--- config.mk ---
export PLATFORM = sky130hd
export DESIGN_NAME = multicycle_controller
export DESIGN_NICKNAME = d
export VERILOG_FILES = /design/src/rtl/mc_ctrl_pkg.sv /design/src/rtl/multicycle_aludec.sv /design/src/rtl/multicycle_controller.sv
export SDC_FILE = /design/constraint.sdc
export NUM_CORES = 1
export LEC_CHECK = 0
export ABC_AREA = 1
export BUFFER_PORTS_ARGS = -buffer_cell sky130_fd_sc_hd__buf_2
export CELL_PAD_IN_SITES_DETAIL_PLACEMENT = 0
export CELL_PAD_IN_SITES_GLOBAL_PLACEMENT = 1
export CORE_UTILIZATION = 29
export CTS_BUF_LIST = sky130_fd_sc_hd__clkbuf_4 sky130_fd_sc_hd__clkbuf_8
export DETAILED_ROUTE_END_ITERATION = 7
export PLACE_DENSITY_LB_ADDON = 0.1
export SYNTH_ARGS = -nofsm -noshare
export SYNTH_HDL_FRONTEND = slang
export SYNTH_SLANG_ARGS = --single-unit
--- constraint.sdc ---
create_clock -name clk -period 2.2 [get_ports clk]
set_input_delay 0.44 -clock clk [delete_from_list [all_inputs] [get_ports clk]]
set_output_delay 0.44 -clock clk [all_outputs]
set_load 0.02 [all_outputs]
--- src/rtl/mc_ctrl_pkg.sv ---
// Shared types and encodings for the multicycle CPU controller.
package mc_ctrl_pkg;

  localparam int OPW_C = 5;
  localparam int FW_C  = 4;
  localparam int ACW_C = 4;

  // Controller states; encodings 12..15 are unused and recover to FETCH.
  typedef enum logic [3:0] {
    FETCH  = 4'd0,
    DECODE = 4'd1,
    MEMADR = 4'd2,
    MEMRD  = 4'd3,
    MEMWB  = 4'd4,
    MEMWR  = 4'd5,
    EXEC   = 4'd6,
    ALUWB  = 4'd7,
    BRANCH = 4'd8,
    ADDIEX = 4'd9,
    ADDIWB = 4'd10,
    JUMP   = 4'd11
  } state_t;

  // What the ALU decoder should produce for the current state.
  typedef enum logic [1:0] {
    ADD   = 2'd0,
    SUB   = 2'd1,
    FUNCT = 2'd2
  } aluop_t;

  // Opcodes
  localparam logic [OPW_C-1:0] OP_RTYPE = 5'h00;
  localparam logic [OPW_C-1:0] OP_LW    = 5'h01;
  localparam logic [OPW_C-1:0] OP_SW    = 5'h02;
  localparam logic [OPW_C-1:0] OP_BEQ   = 5'h03;
  localparam logic [OPW_C-1:0] OP_BNE   = 5'h04;
  localparam logic [OPW_C-1:0] OP_ADDI  = 5'h05;
  localparam logic [OPW_C-1:0] OP_J     = 5'h06;

  // R-type funct codes
  localparam logic [FW_C-1:0] FN_ADD = 4'h0;
  localparam logic [FW_C-1:0] FN_SUB = 4'h1;
  localparam logic [FW_C-1:0] FN_AND = 4'h2;
  localparam logic [FW_C-1:0] FN_OR  = 4'h3;
  localparam logic [FW_C-1:0] FN_SLT = 4'h4;

  // ALU operation codes
  localparam logic [ACW_C-1:0] ALUC_AND = 4'h0;
  localparam logic [ACW_C-1:0] ALUC_OR  = 4'h1;
  localparam logic [ACW_C-1:0] ALUC_ADD = 4'h2;
  localparam logic [ACW_C-1:0] ALUC_SUB = 4'h6;
  localparam logic [ACW_C-1:0] ALUC_SLT = 4'h7;

endpackage

--- src/rtl/multicycle_aludec.sv ---
// ALU decoder: turns the state-selected ALU operation and the R-type funct
// into an ALU control code, flagging funct values the ALU does not implement.
module multicycle_aludec
  import mc_ctrl_pkg::*;
#(
  parameter int FW  = 4,
  parameter int ACW = 4
) (
  input  aluop_t         aluop,
  input  logic [FW-1:0]  funct,
  output logic [ACW-1:0] alucontrol,
  output logic           illegal_funct
);

  // Map operation request (and funct for R-type) onto an ALU code.
  always_comb begin
    alucontrol    = ALUC_ADD;
    illegal_funct = 1'b0;
    case (aluop)
      ADD: alucontrol = ALUC_ADD;
      SUB: alucontrol = ALUC_SUB;
      FUNCT: begin
        case (funct)
          FN_ADD:  alucontrol = ALUC_ADD;
          FN_SUB:  alucontrol = ALUC_SUB;
          FN_AND:  alucontrol = ALUC_AND;
          FN_OR:   alucontrol = ALUC_OR;
          FN_SLT:  alucontrol = ALUC_SLT;
          default: begin
            alucontrol    = ALUC_ADD;
            illegal_funct = 1'b1;
          end
        endcase
      end
      default: alucontrol = ALUC_ADD;
    endcase
  end

endmodule

--- src/rtl/multicycle_controller.sv ---
// Multicycle CPU controller: sequences fetch/decode/execute/memory/writeback
// over a shared memory port and drives the datapath muxes and enables.
module multicycle_controller
  import mc_ctrl_pkg::*;
#(
  parameter int OPW = 5,
  parameter int FW  = 4,
  parameter int ACW = 4
) (
  input  logic           clk,
  input  logic           reset,
  input  logic [OPW-1:0] op,
  input  logic [FW-1:0]  funct,
  input  logic           zero,
  input  logic           mem_ready,
  output logic           iord,
  output logic           memread,
  output logic           memwrite,
  output logic           irwrite,
  output logic           regdst,
  output logic           memtoreg,
  output logic           regwrite,
  output logic           alusrca,
  output logic [1:0]     alusrcb,
  output logic [1:0]     pcsrc,
  output logic           pcen,
  output logic [ACW-1:0] alucontrol,
  output logic           illegal_op,
  output logic [3:0]     state_o
);

  state_t         state_r;
  state_t         state_nxt_s;
  aluop_t         aluop_s;
  logic           illegal_funct_s;
  logic [ACW-1:0] aluc_s;

  // The opcode is only looked at in DECODE; the two facts later states need
  // (store vs load, BNE vs BEQ) are captured there.
  logic           is_sw_r;
  logic           is_bne_r;

  multicycle_aludec #(
    .FW  (FW),
    .ACW (ACW)
  ) u_aludec (
    .aluop         (aluop_s),
    .funct         (funct),
    .alucontrol    (aluc_s),
    .illegal_funct (illegal_funct_s)
  );

  // State register; reset returns to FETCH immediately.
  always_ff @(posedge clk or posedge reset) begin
    if (reset) begin
      state_r <= FETCH;
    end else begin
      state_r <= state_nxt_s;
    end
  end

  // Capture the instruction class while the opcode is being decoded.
  always_ff @(posedge clk or posedge reset) begin
    if (reset) begin
      is_sw_r  <= 1'b0;
      is_bne_r <= 1'b0;
    end else if (state_r == DECODE) begin
      is_sw_r  <= (op == OP_SW);
      is_bne_r <= (op == OP_BNE);
    end
  end

  // Next-state logic and Moore outputs, with FETCH/BRANCH enables gated.
  always_comb begin
    state_nxt_s = FETCH;
    aluop_s     = ADD;
    iord        = 1'b0;
    memread     = 1'b0;
    memwrite    = 1'b0;
    irwrite     = 1'b0;
    regdst      = 1'b0;
    memtoreg    = 1'b0;
    regwrite    = 1'b0;
    alusrca     = 1'b0;
    alusrcb     = 2'b00;
    pcsrc       = 2'b00;
    pcen        = 1'b0;
    illegal_op  = 1'b0;

    case (state_r)
      FETCH: begin
        memread = 1'b1;
        alusrcb = 2'b01;
        if (mem_ready) begin
          irwrite     = 1'b1;
          pcen        = 1'b1;
          state_nxt_s = DECODE;
        end else begin
          state_nxt_s = FETCH;
        end
      end

      DECODE: begin
        // Branch target is computed here and parked in ALUOut.
        alusrcb = 2'b11;
        case (op)
          OP_LW, OP_SW:   state_nxt_s = MEMADR;
          OP_RTYPE:       state_nxt_s = EXEC;
          OP_BEQ, OP_BNE: state_nxt_s = BRANCH;
          OP_ADDI:        state_nxt_s = ADDIEX;
          OP_J:           state_nxt_s = JUMP;
          default: begin
            illegal_op  = 1'b1;
            state_nxt_s = FETCH;
          end
        endcase
      end

      MEMADR: begin
        alusrca = 1'b1;
        alusrcb = 2'b10;
        if (is_sw_r) begin
          state_nxt_s = MEMWR;
        end else begin
          state_nxt_s = MEMRD;
        end
      end

      MEMRD: begin
        iord    = 1'b1;
        memread = 1'b1;
        if (mem_ready) begin
          state_nxt_s = MEMWB;
        end else begin
          state_nxt_s = MEMRD;
        end
      end

      MEMWB: begin
        memtoreg    = 1'b1;
        regwrite    = 1'b1;
        state_nxt_s = FETCH;
      end

      MEMWR: begin
        iord     = 1'b1;
        memwrite = 1'b1;
        if (mem_ready) begin
          state_nxt_s = FETCH;
        end else begin
          state_nxt_s = MEMWR;
        end
      end

      EXEC: begin
        alusrca = 1'b1;
        aluop_s = FUNCT;
        if (illegal_funct_s) begin
          illegal_op  = 1'b1;
          state_nxt_s = FETCH;
        end else begin
          state_nxt_s = ALUWB;
        end
      end

      ALUWB: begin
        regdst      = 1'b1;
        regwrite    = 1'b1;
        state_nxt_s = FETCH;
      end

      BRANCH: begin
        alusrca     = 1'b1;
        aluop_s     = SUB;
        pcsrc       = 2'b01;
        pcen        = is_bne_r ? ~zero : zero;
        state_nxt_s = FETCH;
      end

      ADDIEX: begin
        alusrca     = 1'b1;
        alusrcb     = 2'b10;
        state_nxt_s = ADDIWB;
      end

      ADDIWB: begin
        regwrite    = 1'b1;
        state_nxt_s = FETCH;
      end

      JUMP: begin
        pcsrc       = 2'b10;
        pcen        = 1'b1;
        state_nxt_s = FETCH;
      end

      default: begin
        state_nxt_s = FETCH;
      end
    endcase
  end

  assign alucontrol = aluc_s;
  assign state_o    = state_r;

endmodule

Word-level counts from Yosys, hierarchy flattened. Cells that the tools add are included.

Equal/unequal tests: 23. Multiplexer cells: 28. Bitwise operators: 1. Reductions and logical operators: 12.

Operator list (count): $pmux 4 s7 (1); $eq 4x3->1 const B (5); $pmux 4 s5 (1); $eq 4x2->1 const B (4); $eq 4x4->1 const B (4); $eq 5x3->1 const B (3); $mux 1 (15); $mux 3 (4); $pmux 3 s4 (1); $eq 5x2->1 const B (2); $reduce_or 2->1 (5); $eq 4x1->1 const B (2); $logic_not 4->1 (2); $pmux 2 s2 (2); $pmux 4 s2 (1); $reduce_or 7->1 (1); $pmux 2 s3 (1); $eq 5x1->1 const B (1); $logic_not 5->1 (1); $reduce_or 5->1 (1); $reduce_or 4->1 (1); $pmux 1 s3 (1); $reduce_or 3->1 (1); $eq 2x1->1 const B (1); other kinds (3) (3).

Bits in registers: 6. Input bits: 13. Output and inout bits: 22. Word-level logic and storage cells: 67.

Logic depth before layout (Yosys ltp).
Depth after elaboration: 6. Gate-level depth with buffers: 13. Gate-level depth less buffers: 13.

Cells and area by module. Synthesis repeated with hierarchy kept, for this count alone.

Cells, all modules: 130. Area, all modules: 762.0 µm².

By module, submodules not included: multicycle_controller (times used 1, cells each 103, area an instance 616.8 µm², seq. area each 150.1 µm²); multicycle_aludec (times used 1, cells each 27, area an instance 145.1 µm², seq. area each 0.0 µm²).

Worst setup path before layout. OpenSTA, ideal clock, no wires.

Path kind: reg-to-output. Start point: register state_r[1], in the netlist state_o[1]. End point: output alucontrol[1]. Data arrival time: 1.952 ns. Required time: 1.760 ns. Setup slack: -0.192 ns. Cell stages (with the launch flop): 9. Path buffers: 0. Cells stage by stage: dfrtp_1 > nor2_1 > inv_1 > nor2_2 > inv_1 > ha_1 > inv_1 > nor2_1 > or3_1.

Cells in the longest elaborated chain, start to end: 4. Elaborated cells on any way between the ends: 6. Those cells by class: eq/ne (4); mux (2).

RTL lines: from (decl) (line multicycle_controller.sv:32) `state_t state_r;`; from (signal assigned) (line multicycle_controller.sv:58) `state_r <= state_nxt_s;`; $eq 4x4->1 or $eq 4x3->1 (tied branches) (line multicycle_controller.sv:90) `case (state_r)`; $pmux 2 s2 * (line multicycle_controller.sv:90); $eq 2x2->1 or $eq 2x1->1 (tied branches) (line multicycle_aludec.sv:19) `case (aluop)`; $pmux 4 s2 * (line multicycle_aludec.sv:19); to (decl) (line multicycle_controller.sv:27) `output logic [ACW-1:0] alucontrol,`.

Every way passes the cells marked *; elsewhere a longest branch is shown, timed or not.

Final worst setup path. Ends and elaborated chain as after synthesis.

==> impl_metrics.ini <==
[run_status]
status = complete, but fails checks
violations = setup timing

[setup_path]
crit_chain = nor2_4 -> inv_2 -> nor2_4 -> inv_2 -> ha_4 -> inv_4 -> nor2_4 -> or3_4 -> buf_6
critPathCaptureType = output port
cp-start-kind = flip-flop
cpPeakStageDelay_ps = 440
cp.arrival_ps = 1810
worstSetupPathType = reg2out
crit_required_ps = 1760
cp_common_cell = nor2_4
slowest_stage = dfrtp_2
crit_path_max_fanout = 4

[sta]
rsz0062_at_grt = yes
setup-violations-final = 2
drv_slew = 0
fin_ws_ps = -52.2
max_freq_mhz = 444
finalCritPeriodShare = 1.02
skew_ps = 12.9
min_period_ps = 2250
finalHoldViolations = 0

[global_route]
antenna_found_initial = 0
grt_pass1_vias = 809
grt_start_max_net_pins = 7
grt_pass1_wl_um = 3200
track_usage = 0.158
grt-ovfl-total = 0

[power_and_ir_drop]
finalPower_w = 0.00106
seq_power_share = 0.167
p_per_area_nw_per_um2 = 939
power.share.clock = 0.118
p_int_w = 0.000523
p_comb_frac = 0.715
leakage_nw = 0.688
switchingPower_w = 0.000541
switching_share = 0.508
ir_worst_vdd_mv = 0.663

[synth]
syn_nets = 145
synth-compound-area-share = 0.0598
synthSimpleGateAreaFrac = 0.517
async_flop_share = 1.00
syn_area_per_cell_um2 = 5.52
synthMuxAreaShare = 0
synth_edf_count = 0
synth_cells = 129
synthXorXnorAreaFrac = 0.0123
ys_types = 19
syn_area_um2 = 712
synthTopCellsByCount = 41 x nand2_1, 19 x inv_1, 19 x nor2_1
synth_adder_area_share = 0.0527
synth-seq-area-share = 0.211
synth.area.top_cells = nand2_1 22%, dfrtp_1 21%, inv_1 10%, nor2_1 10%, nand3_1 9.8%
synth_top_family_by_area = simple AND/OR/NAND/NOR gates
synth_seq_cells = 6
synth_top_cell_by_area = nand2_1
synth_most_common_cell = nand2_1
yosys_warnings = 0
ys.flop_type = dfrtp_1
yosysTopAreaCellShare = 0.216

[finish]
layout-drive-gt1-share = 0.461
nets = 197
diodes = 0
finish.utilization = 0.503
area_delta_synth_final_pct = 59.2

[placed_design]
dpl_worst_slack_ps = 80.7
io_buffers = 33
gp_congestion = 0.816
hpwl_um = 1630

[detailed_routing]
via_per_inst = 4.47
ant_nets = 0
first_pass_iters = 4
wire_per_inst_um = 10.0
remaining_drc_errors = 0
drt_wl_total_um = 2090
num_vias = 929
drtIter0Drc = 16

[cts]
root_buffer = clkbuf_4
cts_tree = built
clock_latency_ps = 260
cts_buffers = 3
clockBufferDepth = 2
clkSinkCount = 6
h-tree-depth = 1
clk_pin_slew_ps = 50

[floorplanning]
io_pins = 35
initial_core_util = 0.316
die-area_um2 = 2660
core-area_um2 = 2250
dieWidth_um = 51.5
die_h_um = 51.5
num_rows = 17

[flow_run]
cap_viol_max_count = 0

[min_path]
min_path_type = in2async
==> final cells by class <==
class	instances	area, um2
repair buffers	48	292
clock buffers	4	30.0
flip-flops and latches	6	155
inverters	25	96.3
well taps	28	35.0
multi-input cells	97	526
fillers	247	1120
==> critical path, delay by kind of cell (launching register included) <==
kind | cells | cell delay, ps
simple gates | 4 | 630
flops | 1 | 440
buf+inv | 4 | 340
fa+ha+maj | 1 | 160
==> routing by layer <==
layer  vias to the layer above  global-route usage  part of all wire
met5                         -                   0                 0
met4                         0              0.0405            0.0086
met3                         4              0.0292             0.054
met2                        29               0.286              0.48
met1                       404               0.191              0.46
li1                        492                   -                 -
==> what timing repair did <==
action,4_1_cts,5_1_grt
endpoints found under the setup margin,2,4
resized for setup,16,6
hold endpoints to repair,0,0
hold buffers,0,0
pin swaps,8,3
setup buffers,6,4
==> per-stage QoR <==
step                      hold WS (ps)  instances  cell area [um2]  setup TNS, ps
final                             86.5        208             1130          -57.0
after floorplan                    231        129              728              0
after global placement             362        194              958              0
after CTS                         87.1        204             1090          -58.1
after detailed placement           360        194              958              0
after global routing               102        208             1130           -285
==> cell usage in the layout, fill, tap and decap left out <==
cell type / instances
inv_1: 15
clkbuf_4: 4
buf_4: 18
conb_1: 1
ha_1: 1
nor2_2: 5
nor2_1: 15
dfrtp_2: 4
nand2_2: 3
or3_4: 1
nand2_1: 39
o31ai_1: 1
buf_6: 1
nor2_4: 6
o21ai_0: 4
xor2_1: 1
nand4_1: 1
dfrtp_1: 2
inv_4: 1
ha_4: 2
o21ai_1: 1
nand3_1: 14
buf_2: 29
a21oi_1: 2
inv_2: 9
==> state kept, by name (all words and copies together) (netlist names) <==
register / count
is_bne_r: 1
is_sw_r: 1
state_o: 4
==> path summary, 6_finish.rpt <==
kind	depth (start not counted)	endpoint	startpoint	slack, ps
min in group clk	3	is_bne_r	op[2]	480
worst min register to register	2	is_bne_r	is_bne_r	530
worst max register to register	12	state_o[2]	state_o[0]	580
worst min-delay path	2	is_sw_r	reset	90
worst max-delay path	9	alucontrol[1]	state_o[1]	-50
max in group asynchronous	2	state_o[3]	reset	1890
==> power by group through the flow <==
stage	registers [W]	clock network (W)	logic, W
after floorplan	0.000205	0	0.000387
final	0.000178	0.000126	0.000760
after global routing	0.000183	0.000135	0.000826
after global placement	0.000176	0	0.000636
after CTS	0.000177	0.000129	0.000701
after detailed placement	0.000179	0	0.000628
==> logic make-up (layout without fill, tap and decap cells) <==
family | count (synthesis) | count (layout)
xor+xnor | 1 | 1
flops | 6 | 6
other cells | 1 | 1
buf+inv | 26 | 77
fa+ha+maj | 3 | 3
simple gates | 84 | 84
compound gates | 8 | 8
No activity file was read; power rests on OpenSTA's default activity.
